--- src/rtl/slot_demux_decoder_pkg.sv ---
// Shared constants and reference functions for the rotating-slot XNOR-chain link.
package slot_demux_decoder_pkg;

    localparam int NSLOT  = 5;
    localparam int SLOT_W = 3;

    typedef logic [SLOT_W-1:0] slot_t;

    localparam slot_t SLOT_LAST = slot_t'(NSLOT - 1);

    // Inverse of the XNOR chain: d[0]=e[0], d[j]=e[j]^~d[j-1] over the low wd bits.
    function automatic logic [31:0] chain_decode(input logic [31:0] e, input int wd);
        logic [31:0] d;
        d    = '0;
        d[0] = e[0];
        for (int j = 1; j < 32; j++) begin
            if (j < wd) d[j] = e[j] ^ ~d[j-1];
        end
        return d;
    endfunction

    // Forward XNOR chain used on the encoder side: e[0]=d[0], e[j]=d[j]^~d[j-1].
    function automatic logic [31:0] chain_encode(input logic [31:0] d, input int wd);
        logic [31:0] e;
        e    = '0;
        e[0] = d[0];
        for (int j = 1; j < 32; j++) begin
            if (j < wd) e[j] = d[j] ^ ~d[j-1];
        end
        return e;
    endfunction

endpackage

--- src/rtl/slot_demux_decoder_xnor_chain_decode.sv ---
// Combinational ripple inverse of the XNOR chain, one link per bit.
module xnor_chain_decode #(
    parameter int WD = 4
) (
    input  logic [WD-1:0] i_enc,
    output logic [WD-1:0] o_dec
);

    // Each link holds its own bit so the chain never feeds back into one vector.
    for (genvar j = 0; j < WD; j++) begin : g_stage
        logic w_bit;
        if (j == 0) begin : g_first
            assign w_bit = i_enc[0];
        end else begin : g_link
            assign w_bit = i_enc[j] ^ ~g_stage[j-1].w_bit;
        end
        assign o_dec[j] = w_bit;
    end

endmodule

--- src/rtl/slot_demux_decoder.sv ---
// Receive side of the 5-slot rotating link: slot tracking, XNOR-chain decode,
// odd-slot un-inversion and demux into five registered lanes.
module slot_demux_decoder
    import slot_demux_decoder_pkg::*;
#(
    parameter int WD = 4
) (
    input  logic              i_clk,
    input  logic              i_rst,
    input  logic              i_in_valid,
    input  logic [WD-1:0]     i_in_data,
    input  logic              i_in_sync,
    output logic [WD-1:0]     o_out0,
    output logic [WD-1:0]     o_out1,
    output logic [WD-1:0]     o_out2,
    output logic [WD-1:0]     o_out3,
    output logic [WD-1:0]     o_out4,
    output logic [NSLOT-1:0]  o_out_upd,
    output logic              o_frame_done,
    output logic [SLOT_W-1:0] o_slot
);

    slot_t             r_slot;
    slot_t             w_beat_slot;
    slot_t             w_next_slot;

    logic              r_s1_valid;
    logic [WD-1:0]     r_s1_data;
    slot_t             r_s1_slot;

    logic [WD-1:0]     w_dec;
    logic [WD-1:0]     w_lane;

    logic [WD-1:0]     r_out [NSLOT];
    logic [NSLOT-1:0]  r_upd;
    logic              r_frame_done;

    // Slot taken by the current beat and the slot that follows it.
    // NOTE: every output of an always_comb gets a value on every path, so no latch is inferred.
    always_comb begin
        w_beat_slot = i_in_sync ? slot_t'(0) : r_slot;
        w_next_slot = (w_beat_slot == SLOT_LAST) ? slot_t'(0) : slot_t'(w_beat_slot + slot_t'(1));
    end

    // Stage 1: capture the encoded word with its slot; advance the slot counter per beat.
    // NOTE: sequential state uses non-blocking assignments so all registers update from pre-edge values.
    always_ff @(posedge i_clk) begin
        if (i_rst) begin
            r_slot     <= '0;
            r_s1_valid <= 1'b0;
            r_s1_data  <= '0;
            r_s1_slot  <= '0;
        end else begin
            r_s1_valid <= i_in_valid;
            if (i_in_valid) begin
                r_s1_data <= i_in_data;
                r_s1_slot <= w_beat_slot;
                r_slot    <= w_next_slot;
            end
        end
    end

    xnor_chain_decode #(.WD(WD)) u_decode (
        .i_enc (r_s1_data),
        .o_dec (w_dec)
    );

    // Odd slots travel inverted on the link; slots are 0..4 so bit 0 marks 1 and 3.
    assign w_lane = r_s1_slot[0] ? ~w_dec : w_dec;

    // Stage 2: write the decoded word into its lane and raise the per-lane and frame pulses.
    // NOTE: the five lane registers are few and externally visible, so they are reset like any other flop.
    always_ff @(posedge i_clk) begin
        if (i_rst) begin
            for (int n = 0; n < NSLOT; n++) r_out[n] <= '0;
            r_upd        <= '0;
            r_frame_done <= 1'b0;
        end else begin
            r_upd        <= '0;
            r_frame_done <= 1'b0;
            if (r_s1_valid) begin
                for (int n = 0; n < NSLOT; n++) begin
                    if (r_s1_slot == slot_t'(n)) begin
                        r_out[n] <= w_lane;
                        r_upd[n] <= 1'b1;
                    end
                end
                r_frame_done <= (r_s1_slot == SLOT_LAST);
            end
        end
    end

    assign o_out0       = r_out[0];
    assign o_out1       = r_out[1];
    assign o_out2       = r_out[2];
    assign o_out3       = r_out[3];
    assign o_out4       = r_out[4];
    assign o_out_upd    = r_upd;
    assign o_frame_done = r_frame_done;
    assign o_slot       = r_slot;

endmodule
--- config.mk ---
export PLATFORM = sky130hd
export DESIGN_NAME = slot_demux_decoder
export DESIGN_NICKNAME = d
export VERILOG_FILES = /design/src/rtl/slot_demux_decoder_pkg.sv /design/src/rtl/slot_demux_decoder_xnor_chain_decode.sv /design/src/rtl/slot_demux_decoder.sv
export SDC_FILE = /design/constraint.sdc
export NUM_CORES = 1
export LEC_CHECK = 0
export CORE_MARGIN = 2
export CORE_UTILIZATION = 25
export CTS_BUF_LIST = sky130_fd_sc_hd__clkbuf_16
export DETAILED_ROUTE_END_ITERATION = 8
export HOLD_SLACK_MARGIN = 0.12
export PLACE_DENSITY = 0.59
export SLEW_MARGIN = 10
export SYNTH_ARGS = -nofsm -noshare
export SYNTH_HDL_FRONTEND = slang
export SYNTH_SLANG_ARGS = --single-unit
--- constraint.sdc ---
create_clock -name i_clk -period 3.7 [get_ports i_clk]
set_clock_uncertainty 0.15 [all_clocks]
set_input_delay 0.37 -clock i_clk [delete_from_list [all_inputs] [get_ports i_clk]]
set_output_delay 0.37 -clock i_clk [all_outputs]
set_load 0.1 [all_outputs]
==> run metrics, run 1 <==
Slowest Stage Delay on Critical Path=1.17 ns; R2R Setup Slk=1.52 ns; met1 usage=9.32%; endpoints failing setup=0; synth unique cells=29; final setup margin=1.33 ns; antenna violations before repair=0; Post-synth ARST share=0%; port bufs=36; CTS tree=built; Pre-antenna DRT Iters=4; largest net degree at the start of global routing=19; # fillers=533; worst hold slack=0.374 ns; share of cells above drive strength 1=10.3%; Antenna Cells=0; total CTS buffers=5; Starting Density=26.1%; Pleak=0.000738 µW; grt met3 use=4.12%; setup TNS=0 ns; FF+latch area=921 µm²; fin util=37.4%; DRC Markers=0; R2R depth=3; Yosys warnings=0; worst-skew pair later-pin latency=0.27 ns; first-pass GRT wire length=3.94 mm; detailed placer's ending HPWL=1.82 mm; FF-to-FF End=r_out[0][15]; Die Y=77.2 µm; Final Max Slew Viols=0; Achievable Freq=0.422 GHz; Post-synth EDFFs=20; gpl congestion=0.721; area grow syn2layout=43.6%; family with the most delay on the worst path=buffers and inverters; crit path max-delay cell type=clkdlybuf4s50_1; via count=847; Slew HR=34.7%; crit end category=output pin; HP Class=reg2reg; Post-CTS Setup Bufs=0; die area=5960 µm²; Sinks on Clock Net=36; #FFs+latches synth=36; worst reg2reg startpoint=r_s1_slot[0]; I/O pin count=37; most numerous cell in the Yosys netlist=edfxtp_1; CTS hold repair buffers=0; post-synthesis cell count=96; Max-Cap Viols=0; FP Rows=26; Placed Cells incl. Taps=198; leading area contributor after synthesis=edfxtp_1; crit path time final=2.37 ns; Hold Crit Start=o_slot[0]; Cell Count, Final, Fillers Out=206; synth top area cells=edfxtp_1, dfxtp_1, mux2i_1, nor2_1, or2_2; core footprint=5140 µm²; Worst Path Required=3.18 ns; met2 Track Usage GR=14.7%; setup repair after global routing missed its margin=false; Longest Clk Path Bufs=2; crit path DAT=1.85 ns; period utilization=64.0%; Crit Path Category=reg2out; Mapped Area=1340 µm²; H-tree level count=2; pre-CTS WS=1.17 ns; initial detailed-routing violation count=44; crit path launch type=register; CP Buf/Inv Count=1; vias in the first global route=869; top cell type's share of synthesized area=44.8%; # resized after CTS=0; Root Driver=clkbuf_16; Final nets=145; WL per Instance=12.1 µm; syn_area_per_cell=14.0 µm²; Cell Chain, Critical Path=clkdlybuf4s50_1; Max IR drop VDD=0.000396 V; gr ovfl total=0; leading register cell type out of synthesis=edfxtp_1; Hold Path Stages=2; Fin. Hold Viols=0; Hold Path Sink=o_slot[0]; busiest grt layer=met2; GRT Util Overall=8.65%; Post-Syn Nets=106; sequential area share after synthesis=68.7%; drt via density=4.11; most frequent cells after synthesis=edfxtp_1, dfxtp_1, nor2_1, mux2i_1, or2_2; area occupied by multi-input gates=384 µm²; Power Density=566 nW/µm²; CP Max Fanout=5; Worst-path clk slew=0.05 ns; DRT antenna net count=0; Total Routed Length=2.50 mm; status=finished clean; Slew @ Worst Pin=0.977 ns; Die X=77.2 µm
==> layout make-up <==
| type | instances | area share (%) |
|---|---|---|
| repair buffers | 36 | 18.7 |
| multi-input cells | 54 | 20.0 |
| flip-flops and latches | 36 | 47.9 |
| well taps | 70 | 4.55 |
| clock buffers | 5 | 6.50 |
| inverters | 2 | 0.390 |
| clock inverters | 3 | 2.02 |
==> sequential cells by signal, indices dropped and copies added, names as in the netlist <==
name and flops:
r_s1_data 4, o_slot 3, r_s1_slot 3, r_out 20, r_s1_valid 1, o_out_upd 5
==> cell usage in the layout (no fill, tap or decap), types with 2 or more instances in the layout <==
cell type / count
a21oi_1: 2
clkbuf_16: 5
clkdlybuf4s50_1: 36
dfxtp_1: 16
edfxtp_1: 20
ha_1: 2
inv_1: 3
mux2i_1: 8
nand2b_1: 4
nand3b_1: 2
nor2_1: 14
nor2b_1: 2
nor3b_1: 2
or2_2: 5
==> routing by layer <==
metal | wire length [µm] | vias up
li1 | - | 414
met5 | 0 | -
met2 | 1190 | 31
met1 | 1090 | 397
met4 | 26 | 0
met3 | 191 | 5
==> cell families after synthesis <==
kind of cell	after synthesis	share of synthesized area (%)
compound gates	6	2.89
xor+xnor	3	3.73
fa+ha+maj	2	1.87
buf+inv	6	2.61
flops	36	68.7
mux	8	5.98
simple gates	35	14.2
==> worst max-delay path by stage <==
| stage | from | end | slack [ns] | cells after the start |
|---|---|---|---|---|
| after floorplan | o_slot[0] | o_slot[0] | 1.72 | 5 |
| after global placement | i_rst | r_out[0][10] | 1.23 | 4 |
| after detailed placement | i_rst | r_out[0][3] | 1.17 | 4 |
| after CTS | o_slot[2] | o_slot[2] | 1.33 | 1 |
| after global routing | o_slot[2] | o_slot[2] | 1.30 | 1 |
| final | o_slot[2] | o_slot[2] | 1.33 | 1 |
==> power by group <==
part           switching, µW  leakage [µW]  internal, µW
clock network            143     0.0000850           313
logic                    135      0.000315          46.6
registers               8.58      0.000337           442
==> stage by stage <==
step                instance area (µm²)  total power [µW]
finish                             1920              1090
global route                       1920              1120
CTS                                1920              1100
detailed placement                 1760               642
global placement                   1760               638
floorplan                          1340               598
Power figures use the tool's default switching activity.
==> run 2: changes to the inputs <==
--- a/config.mk
+++ b/config.mk
@@ -10,7 +10,7 @@
 export CTS_BUF_LIST = sky130_fd_sc_hd__clkbuf_16
 export DETAILED_ROUTE_END_ITERATION = 8
 export HOLD_SLACK_MARGIN = 0.12
-export PLACE_DENSITY = 0.59
+export PLACE_DENSITY = 0.61
 export SLEW_MARGIN = 10
 export SYNTH_ARGS = -nofsm -noshare
 export SYNTH_HDL_FRONTEND = slang
==> constraint.sdc (replaced) <==
create_clock -name i_clk -period 2.1 [get_ports i_clk]
set_clock_uncertainty 0.15 [all_clocks]
set_input_delay 0.21 -clock i_clk [delete_from_list [all_inputs] [get_ports i_clk]]
set_output_delay 0.21 -clock i_clk [all_outputs]
set_load 0.1 [all_outputs]
==> run 2 against run 1 <==
  * Clock power grew 82%
  * First-iteration DRC count grew 27%
  * Power grew 78%
  * Cell area shrank 2.0%
  * Register-to-register slack lost 1.4 ns
  * Non-clock buffer count grew 4
  * Worst setup slack lost 1.2 ns
  * Core utilization shrank 0.75 points
  * Die area is the same
  * Highest routed layer unchanged
==> run metrics, run 2 (synthesized netlist as in run 1, its figures left out) <==
first-pass GRT wire length=4.08 mm (was 3.94 mm); core footprint=5140 µm² (unchanged); HP Class=reg2reg (unchanged); Crit Path Category=reg2reg (was reg2out); port bufs=36 (unchanged); antenna violations before repair=0 (unchanged); initial detailed-routing violation count=56 (was 44); Max-Cap Viols=0 (unchanged); Antenna Cells=0 (unchanged); commonest cells after routing, fill and taps aside=buf_4, edfxtp_1, dfxtp_1 (was clkdlybuf4s50_1, edfxtp_1, dfxtp_1); R2R depth=3 (unchanged); commonest non-fill, non-tap cell in the layout=buf_4 (was clkdlybuf4s50_1); Total Routed Length=2.53 mm (was 2.50 mm); CTS hold repair buffers=0 (unchanged); setup repair after global routing missed its margin=false (unchanged); Worst-path clk slew=0.05 ns (about the same); pre-CTS WS=0.0349 ns (was 1.17 ns); Final nets=149 (was 145); # resized after CTS=0 (unchanged); period utilization=92.6%; share of cells above drive strength 1=34.3% (was 10.3%); crit path time final=1.95 ns; Die X=77.2 µm (unchanged); Slew HR=60.9% (was 34.7%); FP Rows=26 (unchanged); Max IR drop VDD=0.000421 V (was 0.000396 V); largest net degree at the start of global routing=13 (was 19); Worst Path Required=1.95 ns (was 3.18 ns); Power Density=1030 nW/µm² (was 566 nW/µm²); crit end category=register (was output pin); Longest Clk Path Bufs=2 (unchanged); Largest Register=r_out (unchanged); Slew @ Worst Pin=0.570 ns (was 0.977 ns); # fillers=521 (was 533); I/O pin count=37 (unchanged); Pleak=0.000795 µW (was 0.000738 µW); Starting Density=26.1% (unchanged); Final Max Slew Viols=0 (unchanged); vias in the first global route=824 (was 869); DRC Markers=0 (unchanged); Sinks on Clock Net=36 (unchanged); via count=862 (was 847); Achievable Freq=0.514 GHz; status=finished clean (unchanged); Die Y=77.2 µm (unchanged); Hold Path Stages=2 (unchanged); die area=5960 µm² (unchanged); GRT Util Overall=9.30% (was 8.65%); Post-CTS Setup Bufs=0 (unchanged); drt via density=4.10 (was 4.11); Root Driver=clkbuf_16 (unchanged); detailed placer's ending HPWL=1.88 mm (was 1.82 mm); crit path launch type=register (unchanged); setup TNS=0 ns (unchanged); H-tree level count=2 (unchanged); final setup margin=0.155 ns (was 1.33 ns); worst-skew pair later-pin latency=0.28 ns (was 0.27 ns); endpoints failing setup=0 (unchanged); gr ovfl total=0 (unchanged); CTS tree=built (unchanged); Pre-antenna DRT Iters=4 (unchanged); crit path DAT=1.80 ns (was 1.85 ns); flip-flop count of the largest register after layout=20 (unchanged); Fin. Hold Viols=0 (unchanged); DRT antenna net count=0 (unchanged); CP Max Fanout=5 (unchanged); WL per Instance=12.0 µm (was 12.1 µm); gpl congestion=0.677 (was 0.721); area grow syn2layout=40.7% (was 43.6%); total CTS buffers=5 (unchanged)
-- run 2: changes by cell type in the layout (fill, tap and decap cells not counted), sizes merged --
cell / delta
buf: +33
clkdlybuf4s50: -29
clkinvlp: +1
inv: -1
-- run 2: power breakdown --
| group | total (µW) | internal [µW] | leakage (µW) | switching (µW) |
|---|---|---|---|---|
| clock | 829 | 557 | 0.0000798 | 273 |
| sequential | 793 | 779 | 0.000337 | 14.0 |
| combinational | 317 | 77.5 | 0.000378 | 239 |
-- run 2: path summary, 6_finish.rpt --
| kind | startpoint | end | slack [ns] |
|---|---|---|---|
| worst min register to register | r_s1_slot[2] | r_s1_slot[2] | 0.36 |
| worst max-delay path | r_s1_slot[0] | r_out[0][15] | 0.15 |
| worst min-delay path | r_s1_slot[2] | r_s1_slot[2] | 0.36 |
| worst max register to register | r_s1_slot[0] | r_out[0][15] | 0.15 |
-- run 2: worst max-delay path: stages, from the launching register on --
cell and delay, ns:
dfxtp_1 0.32, xor3_2 0.46, xnor2_2 0.19, mux2i_1 0.54
-- run 2: area by class of cell --
cell class	instances	area [µm²]	share of cell area (%)
Clock buffer	5	125	6.64
Clock inverter	3	42.5	2.26
Inverter	2	7.51	0.398
Multi-Input combinational cell	54	384	20.4
Sequential cell	36	921	48.8
Tap cell	70	87.6	4.64
Timing Repair Buffer	40	318	16.9
-- run 2: metrics by stage --
step	hold slack (ns)	std cells	instance area, µm²	total power, µW	utilization [%]
finish	0.359	210	1890	1940	36.7
global route	0.395	210	1890	2000	36.7
CTS	0.362	210	1890	1960	36.7
detailed placement	0.354	202	1720	1130	33.4
global placement	0.347	202	1720	1120	33.4
floorplan	0.132	96	1340	1050	-
-- run 2: metal layers --
layer	part of all wire, %	up-vias	GRT usage (%)
li1	-	428	-
met1	46	400	10.7
met2	46	29	14.2
met3	6.3	5	4.59
met4	2.0	0	4.82
met5	0	-	0
